`src/rtl/branch_outcome_tracker.sv`:
```
// In-order tracker of issued branch predictions: resolves the oldest entry, drives table update,
// history restore and front-end flush. Optional BOT_STATS_EN adds branch/mispredict counters.
module branch_outcome_tracker #(
  parameter int DEPTH = 4,
  parameter int PC_W  = 4,
  parameter int GHR_W = 4
) (
  input  logic             clk,
  input  logic             reset,
  input  logic             pred_valid,
  input  logic [PC_W-1:0]  pred_pc,
  input  logic             pred_taken,
  input  logic [GHR_W-1:0] pred_ghr,
  output logic             pred_ready,
  input  logic             res_valid,
  input  logic             res_taken,
  output logic             upd_valid,
  output logic [PC_W-1:0]  upd_idx,
  output logic             upd_taken,
  output logic             mispredict,
  output logic [GHR_W-1:0] flush_ghr,
  output logic             res_err
`ifdef BOT_STATS_EN
  ,
  output logic [15:0]      stat_branches,
  output logic [15:0]      stat_mispred
`endif
);

  localparam int PTR_W = $clog2(DEPTH);
  localparam int CNT_W = PTR_W + 1;
  localparam logic [PTR_W-1:0] PTR_ONE = PTR_W'(1);
  localparam logic [CNT_W-1:0] CNT_ONE = CNT_W'(1);
  localparam logic [CNT_W-1:0] CNT_FULL = CNT_W'(DEPTH);

  typedef struct packed {
    logic [PC_W-1:0]  pc;
    logic             taken;
    logic [GHR_W-1:0] ghr;
  } entry_t;

  typedef enum logic {
    ST_RUN   = 1'b0,
    ST_FLUSH = 1'b1
  } state_t;

  state_t            state_q, state_d;
  logic [PTR_W-1:0]  wr_ptr_q, wr_ptr_d;
  logic [PTR_W-1:0]  rd_ptr_q, rd_ptr_d;
  logic [CNT_W-1:0]  cnt_q, cnt_d;
  entry_t            mem_q [DEPTH];
  entry_t            head;
  entry_t            wr_entry;

  logic              full, empty;
  logic              push, pop, miss, err_hit, wr_en;

  logic              upd_valid_q, upd_valid_d;
  logic [PC_W-1:0]   upd_idx_q, upd_idx_d;
  logic              upd_taken_q, upd_taken_d;
  logic              mispredict_q, mispredict_d;
  logic [GHR_W-1:0]  flush_ghr_q, flush_ghr_d;
  logic              res_err_q, res_err_d;

  always_comb begin
    full       = (cnt_q == CNT_FULL);
    empty      = (cnt_q == '0);
    pred_ready = !full && (state_q == ST_RUN);
    push       = pred_valid && pred_ready;
    // FLUSH always follows a clear, but gate explicitly so a resolve there is an error
    pop        = res_valid && !empty && (state_q == ST_RUN);
    err_hit    = res_valid && !pop;
    head       = mem_q[rd_ptr_q];
    miss       = pop && (head.taken != res_taken);
    wr_en      = push && !miss;
    wr_entry   = '{pc: pred_pc, taken: pred_taken, ghr: pred_ghr};
  end

  always_comb begin
    state_d  = state_q;
    wr_ptr_d = wr_ptr_q;
    rd_ptr_d = rd_ptr_q;
    cnt_d    = cnt_q;
    if (miss) begin
      wr_ptr_d = '0;
      rd_ptr_d = '0;
      cnt_d    = '0;
      state_d  = ST_FLUSH;
    end else begin
      if (state_q == ST_FLUSH) begin
        state_d = ST_RUN;
      end
      if (push) begin
        wr_ptr_d = wr_ptr_q + PTR_ONE;
      end
      if (pop) begin
        rd_ptr_d = rd_ptr_q + PTR_ONE;
      end
      case ({push, pop})
        2'b10:   cnt_d = cnt_q + CNT_ONE;
        2'b01:   cnt_d = cnt_q - CNT_ONE;
        default: cnt_d = cnt_q;
      endcase
    end
  end

  always_comb begin
    upd_valid_d  = pop;
    upd_idx_d    = upd_idx_q;
    upd_taken_d  = upd_taken_q;
    flush_ghr_d  = flush_ghr_q;
    mispredict_d = miss;
    res_err_d    = res_err_q || err_hit;
    if (pop) begin
      upd_idx_d   = head.pc ^ head.ghr;
      upd_taken_d = res_taken;
      flush_ghr_d = {res_taken, head.ghr[GHR_W-1:1]};
    end
  end

  always_ff @(posedge clk) begin
    if (!reset) begin
      state_q      <= ST_RUN;
      wr_ptr_q     <= '0;
      rd_ptr_q     <= '0;
      cnt_q        <= '0;
      upd_valid_q  <= 1'b0;
      upd_idx_q    <= '0;
      upd_taken_q  <= 1'b0;
      mispredict_q <= 1'b0;
      flush_ghr_q  <= '0;
      res_err_q    <= 1'b0;
    end else begin
      state_q      <= state_d;
      wr_ptr_q     <= wr_ptr_d;
      rd_ptr_q     <= rd_ptr_d;
      cnt_q        <= cnt_d;
      upd_valid_q  <= upd_valid_d;
      upd_idx_q    <= upd_idx_d;
      upd_taken_q  <= upd_taken_d;
      mispredict_q <= mispredict_d;
      flush_ghr_q  <= flush_ghr_d;
      res_err_q    <= res_err_d;
    end
  end

  // Storage needs no reset: occupancy alone decides which slots are live
  always_ff @(posedge clk) begin
    if (reset && wr_en) begin
      mem_q[wr_ptr_q] <= wr_entry;
    end
  end

  assign upd_valid  = upd_valid_q;
  assign upd_idx    = upd_idx_q;
  assign upd_taken  = upd_taken_q;
  assign mispredict = mispredict_q;
  assign flush_ghr  = flush_ghr_q;
  assign res_err    = res_err_q;

`ifdef BOT_STATS_EN
  logic [15:0] br_cnt_q, br_cnt_d;
  logic [15:0] mp_cnt_q, mp_cnt_d;

  always_comb begin
    br_cnt_d = br_cnt_q;
    mp_cnt_d = mp_cnt_q;
    if (pop && (br_cnt_q != 16'hFFFF)) begin
      br_cnt_d = br_cnt_q + 16'd1;
    end
    if (miss && (mp_cnt_q != 16'hFFFF)) begin
      mp_cnt_d = mp_cnt_q + 16'd1;
    end
  end

  always_ff @(posedge clk) begin
    if (!reset) begin
      br_cnt_q <= '0;
      mp_cnt_q <= '0;
    end else begin
      br_cnt_q <= br_cnt_d;
      mp_cnt_q <= mp_cnt_d;
    end
  end

  assign stat_branches = br_cnt_q;
  assign stat_mispred  = mp_cnt_q;
`endif

endmodule
```
`config.mk`:
```
export PLATFORM = sky130hd
export DESIGN_NAME = branch_outcome_tracker
export DESIGN_NICKNAME = d
export VERILOG_FILES = /design/src/rtl/branch_outcome_tracker.sv
export SDC_FILE = /design/constraint.sdc
export NUM_CORES = 1
export LEC_CHECK = 0
export BUFFER_PORTS_ARGS = -buffer_cell sky130_fd_sc_hd__buf_2
export CORE_UTILIZATION = 50
export CTS_CLUSTER_SIZE = 24
export DETAILED_ROUTE_END_ITERATION = 8
export PLACE_DENSITY = 0.7
export SLEW_MARGIN = 25
export SYNTH_ARGS = -nofsm -noshare
export SYNTH_HDL_FRONTEND = slang
export SYNTH_SLANG_ARGS = --single-unit
```
`constraint.sdc`:
```
create_clock -name clk -period 3.15 [get_ports clk]
set_input_delay 0.63 -clock clk [delete_from_list [all_inputs] [get_ports clk]]
set_output_delay 0.63 -clock clk [all_outputs]
set_load 0.1 [all_outputs]
```
# After elaboration in Yosys (flattened, before gate mapping)
# Memories as Yosys holds them, arrays and structs flattened. A register that Yosys moved wholly into a read port is not among the register bits.
# Cells that the tools add are included.
# W data, S select, Z words.
word_totals:
  ff_bits: 20
  ram_bits: 36
  in_bits: 14
  output_inout_bits: 13
  memories: 1
op_classes:
  add_sub_neg: 4
  n_eq_ne: 4
  muxes: 6
  bitwise_logic: 3
  n_reduce_logical: 16
memory_table:
  columns: ["name", "words", "word_bits", "read_ports", "rd_ports_with_merged_regs", "wr", "line_no", "rtl"]
  rows:
  - ["mem_q", 4, 9, 1, 1, 1, "51", "entry_t mem_q [DEPTH];"]
ops:
  columns: ["operator", "n"]
  rows:
  - ["$logic_and A1 B1 Y1", 8]
  - ["$pmux W3 S2", 1]
  - ["$add A2 B1 Y2 const B", 2]
  - ["$logic_not A1 Y1", 4]
  - ["$mux W2", 2]
  - ["$xor A4 B4 Y4", 1]
  - ["$add A3 B1 Y3 const B", 1]
  - ["$eq A3 B3 Y1 const B", 1]
  - ["$logic_not A3 Y1", 1]
  - ["$mux W1", 3]
  - ["$sub A3 B1 Y3 const B", 1]
  - ["$eq A2 B1 Y1 const B", 1]
  - ["$eq A2 B2 Y1 const B", 1]
  - ["$not A1 Y1", 2]
  - ["$reduce_bool A2 Y1", 1]
  - ["$reduce_or A2 Y1", 1]
  - ["$logic_or A1 B1 Y1", 1]
  - ["$ne A1 B1 Y1", 1]

# Logic depth before layout (Yosys ltp)
logic_depth:
  depth_word: 10
  ltp_mapped: 10
  ltp_nobuf: 8

# Least setup slack after synthesis
# OpenSTA, ideal clock, no wires.
synth_path:
  path_type: "register to register"
  from: "register state_q"
  to: "register cnt_q[2]"
  setup_time_ns: 0.095
  arrival_ns: 3.040
  path_slack_ns: 0.015
  path_stages_with_launch: 11
  path_buffers: 2
  period_less_slack_ns: 3.135
  path_cell_list: "dfxtp_1 > nand2b_1 > clkbuf_1 > nor2_1 > buf_2 > ha_1 > inv_1 > fa_1 > xor2_1 > or3_1 > a221oi_1"
synth_lines:
  columns: ["element", "line_no", "rtl"]
  rows:
  - ["from (decl)", "47", "state_t state_q, state_d;"]
  - ["from (signal assigned)", "134", "state_q <= state_d;"]
  - ["$not A1 Y1 *", "71", "pop = res_valid && !empty && (state_q == ST_RUN);"]
  - ["$logic_and A1 B1 Y1 *", "71", null]
  - ["net pop", "56", "logic push, pop, miss, err_hit, wr_en;"]
  - ["$eq A2 B1 Y1 (tied with other cells)", "99", "case ({push, pop})"]
  - ["$pmux W3 S2 (tied with other cells)", "99", null]
  - ["to (signal assigned)", "137", "cnt_q <= cnt_d;"]
  - ["to (decl)", "50", "logic [CNT_W-1:0] cnt_q, cnt_d;"]
# The timed path passes the listed nets; every way through them passes the cells marked *.
# A chain may end at the register's enable or synchronous reset.

# Worst setup path after layout
layout_path:
  from: "register cnt_q[2]"
  to: "register cnt_q[2]"
layout_between:
  elab_chain_len: 6
layout_lines:
  columns: ["element", "line_no"]
  rows:
  - ["$eq A3 B3 Y1 / $logic_not A3 Y1 (equally long branches)", "66, 67"]
  - ["$logic_not A1 Y1, on equally long branches", "68, 71"]
  - ["$logic_and A1 B1 Y1, on equally long branches", "68, 71"]
  - ["$logic_and A1 B1 Y1, on equally long branches", "69, 71"]
  - ["$eq A2 B1 Y1 (tied with other cells)", "99"]
  - ["$pmux W3 S2 (tied with other cells)", "99"]
# Several ways; a longest one is shown, not always the timed one.

==> results.md <==
- Post-Synth Simple-Gate Area: 0.0631
- Compound-Gate Fraction of Synth Area: 0.106
- CTS Root Cell: clkbuf_8
- Fin nets: 210
- Global-route wire length before repair: 6410 um
- CP Buf/Inv Count: 1
- Initial Util: 0.530
- Final setup fails: 0
- Antenna-violating nets left: 0
- Crit Path Category: reg2reg
- Die X: 70.4 um
- Final HPWL DP: 2750 um
- GPL Wtd Cong: 0.740
- Worst stage delay on the critical path: 0.50 ns
- Cell accounting for the most synthesized area: edfxtp_1
- Die height: 70.4 um
- Largest net degree at the start of global routing: 19
- Final hold vios: 0
- Clock Sinks: 56
- Fillers: 351
- Leakage: 0.913 nW
- Seq/Total Area, Yosys: 0.633
- Xor/xnor share of the synthesized area: 0.0375
- PwrDens: 892 nW/um2
- Post-CTS setup buffer count: 0
- Initial antenna violation count: 0
- Setup TNS: 0 ns
- Slowest CP cell: or3b_2
- GRT met3 Usage: 0.0534
- CTS resizes: 0
- Worst-margin pin slew: 0.660 ns
- Vias: 1388
- Post-synth EDFFs: 36
- Fin crit period: 2.57 ns
- Status: finished clean
- Post-Syn Instances: 160
- Final wirelength: 4070 um
- Req. time, crit path: 3.36 ns
- Yosys cell types: 32
- Portion of netlist area occupied by mux cells: 0.0883
- Most frequent cell after synthesis: edfxtp_1
- Number of detailed-route iterations in the first pass: 6
- Gr busiest metal: met2
- IO Pins: 27
- Die area: 4950 um2
- GR Util met1: 0.229
- Post-synth top area share: 0.462
- Predominant post-synthesis flop cell: edfxtp_1
- Critical path capture point type: flop
- Routed WL per cell: 16.8 um
- Tcrit/Tclk final: 0.817
- Clock Skew: 0.00878 ns
- Rel. slew slack: 0.559
- Synth top area cells: edfxtp_1 (46%), dfxtp_1 (17%), mux4_1 (7.9%)
- DR vias/cell: 5.71
- Synth top cells by count: edfxtp_1 (36), dfxtp_1 (20), a211oi_1 (10), a21oi_1 (10), o21ai_0 (9)
- Grt ovf: 0
- Yosys warns: 0
- CTS Hold Bufs: 0
- Hold Path Class: reg2reg
- Clk_lat worst skew: 0.31 ns
- H-Tree Depth: 2
- Max Cap Viol: 0
- FP Rows: 24
- Fin. max-slew vios: 0
- Number of global-route vias before repair: 1321
- VDD IR max: 0.393 mV
- Post-synthesis register bit count: 56
- Crit-path max FO: 6
- Total CTS buffers: 5
- Mapped Nets: 180
- Cell area after synthesis: 2340 um2
- GRT Overall Usage: 0.175
- CTS tree: built
- Final Cell Area: 2610 um2
- Ant diodes: 0
- Area Overhead vs Synth: 11.8%
- M2 GR Usage: 0.270
- PortBufs: 26
- Critical path's top delay family: simple AND/OR/NAND/NOR gates
- Syn_area_per_cell: 14.6 um2
- RSZ-0062 raised after global routing: no
- Share of layout cells above drive strength 1: 0.236
- Max Fclk: 0.388 GHz
- CTS max path bufs: 2
- Detailed Route Iter0 Violations: 96
- Core area: 4410 um2
- Arrival time of the worst setup path: 2.78 ns
- Placed inst area: 2520 um2
- Clk slew on worst S/H paths: 0.09 ns
- Area share of fa/ha/maj cells after synthesis: 0.0353
- Asr flop ratio synth: 0
- Largest family of logic cells by synthesized area: compound AO/OA/AOI/OAI gates
- Residual DRC: 0
- Crit path cell chain: or3b_2, nand2_1, ha_1, inv_1, fa_1, xor2_1, or3_1, a221oi_1
- Setup crit start kind: flop
## kinds of logic (layout without fill, tap and decap cells)
family                     count (synthesis)  count (layout)
buffers and inverters                     17              48
and+or+nand+nor                           27              27
adders and majority gates                  6               6
muxes                                      8               8
DFF                                       56              56
AOI/OAI and AO/OA                         36              36
xor gates and xnor gates                  10              10
## placed cells by master (no fill, tap or decap), types with 5 or more instances in the layout
cell type	count
edfxtp_1	36
buf_2	26
dfxtp_1	20
a211oi_1	10
a21oi_1	10
o21ai_0	9
inv_1	7
mux4_1	7
nand3_1	7
xnor2_1	7
buf_4	6
nand2_1	5
ha_1	5
clkbuf_8	5
## through the flow
stage / hold slack, ns / utilization / cells / power, mW / setup slack [ns]
floorplan: 0.464 / - / 160 / 1.79 / 0.0150
detailed placement: 0.440 / 0.572 / 235 / 1.96 / 0.576
global route: 0.491 / 0.592 / 243 / 2.46 / 0.399
global placement: 0.431 / 0.572 / 235 / 1.93 / 0.661
CTS: 0.454 / 0.592 / 243 / 2.34 / 0.589
finish: 0.451 / 0.592 / 243 / 2.33 / 0.576
## layer usage
layer | up-vias | share of wire | routed length [um]
met1 | 663 | 0.46 | 1880
met4 | 0 | 0.015 | 61
met3 | 8 | 0.050 | 205
li1 | 675 | - | -
met2 | 42 | 0.47 | 1930
met5 | - | 0 | 0
## layout make-up
cell class	count	area, um2	area share
Sequential cell	56	1480	0.567
Multi-Input combinational cell	87	773	0.296
Timing Repair Buffer	32	175	0.0670
Clock buffer	6	72.6	0.0278
Tap cell	52	65.1	0.0249
Inverter	8	30.0	0.0115
Clock inverter	2	16.3	0.00622
## worst register-to-register path, cell delays in order, from the launching register on
cell	delay [ns]
dfxtp_1	0.43
or3b_2	0.50
nand2_1	0.16
ha_1	0.21
inv_1	0.06
fa_1	0.37
xor2_1	0.16
or3_1	0.32
a221oi_1	0.25
## where the power goes
part	leakage, nW	internal [mW]	switching [mW]	total [mW]
registers	0.490	0.894	0.0887	0.982
clock network	0.0414	0.159	0.226	0.385
logic	0.381	0.266	0.699	0.964
## worst paths after layout
| path | startpoint | endpoint | slack (ns) | cells after the start |
|---|---|---|---|---|
| min reg2reg | res_err | res_err | 0.45 | 2 |
| min | res_err | res_err | 0.45 | 2 |
| max | cnt_q[2] | cnt_q[2] | 0.58 | 8 |
| max reg2reg | cnt_q[2] | cnt_q[2] | 0.58 | 8 |
## flip-flops by register name, indices dropped and copies added, names as in the netlist, 2 cells and up, named ones only
register   flops
rd_ptr_q       2
upd_idx        4
flush_ghr      3
wr_ptr_q       2
cnt_q          3
mem_q         36
No activity file was read; power rests on OpenSTA's default activity.
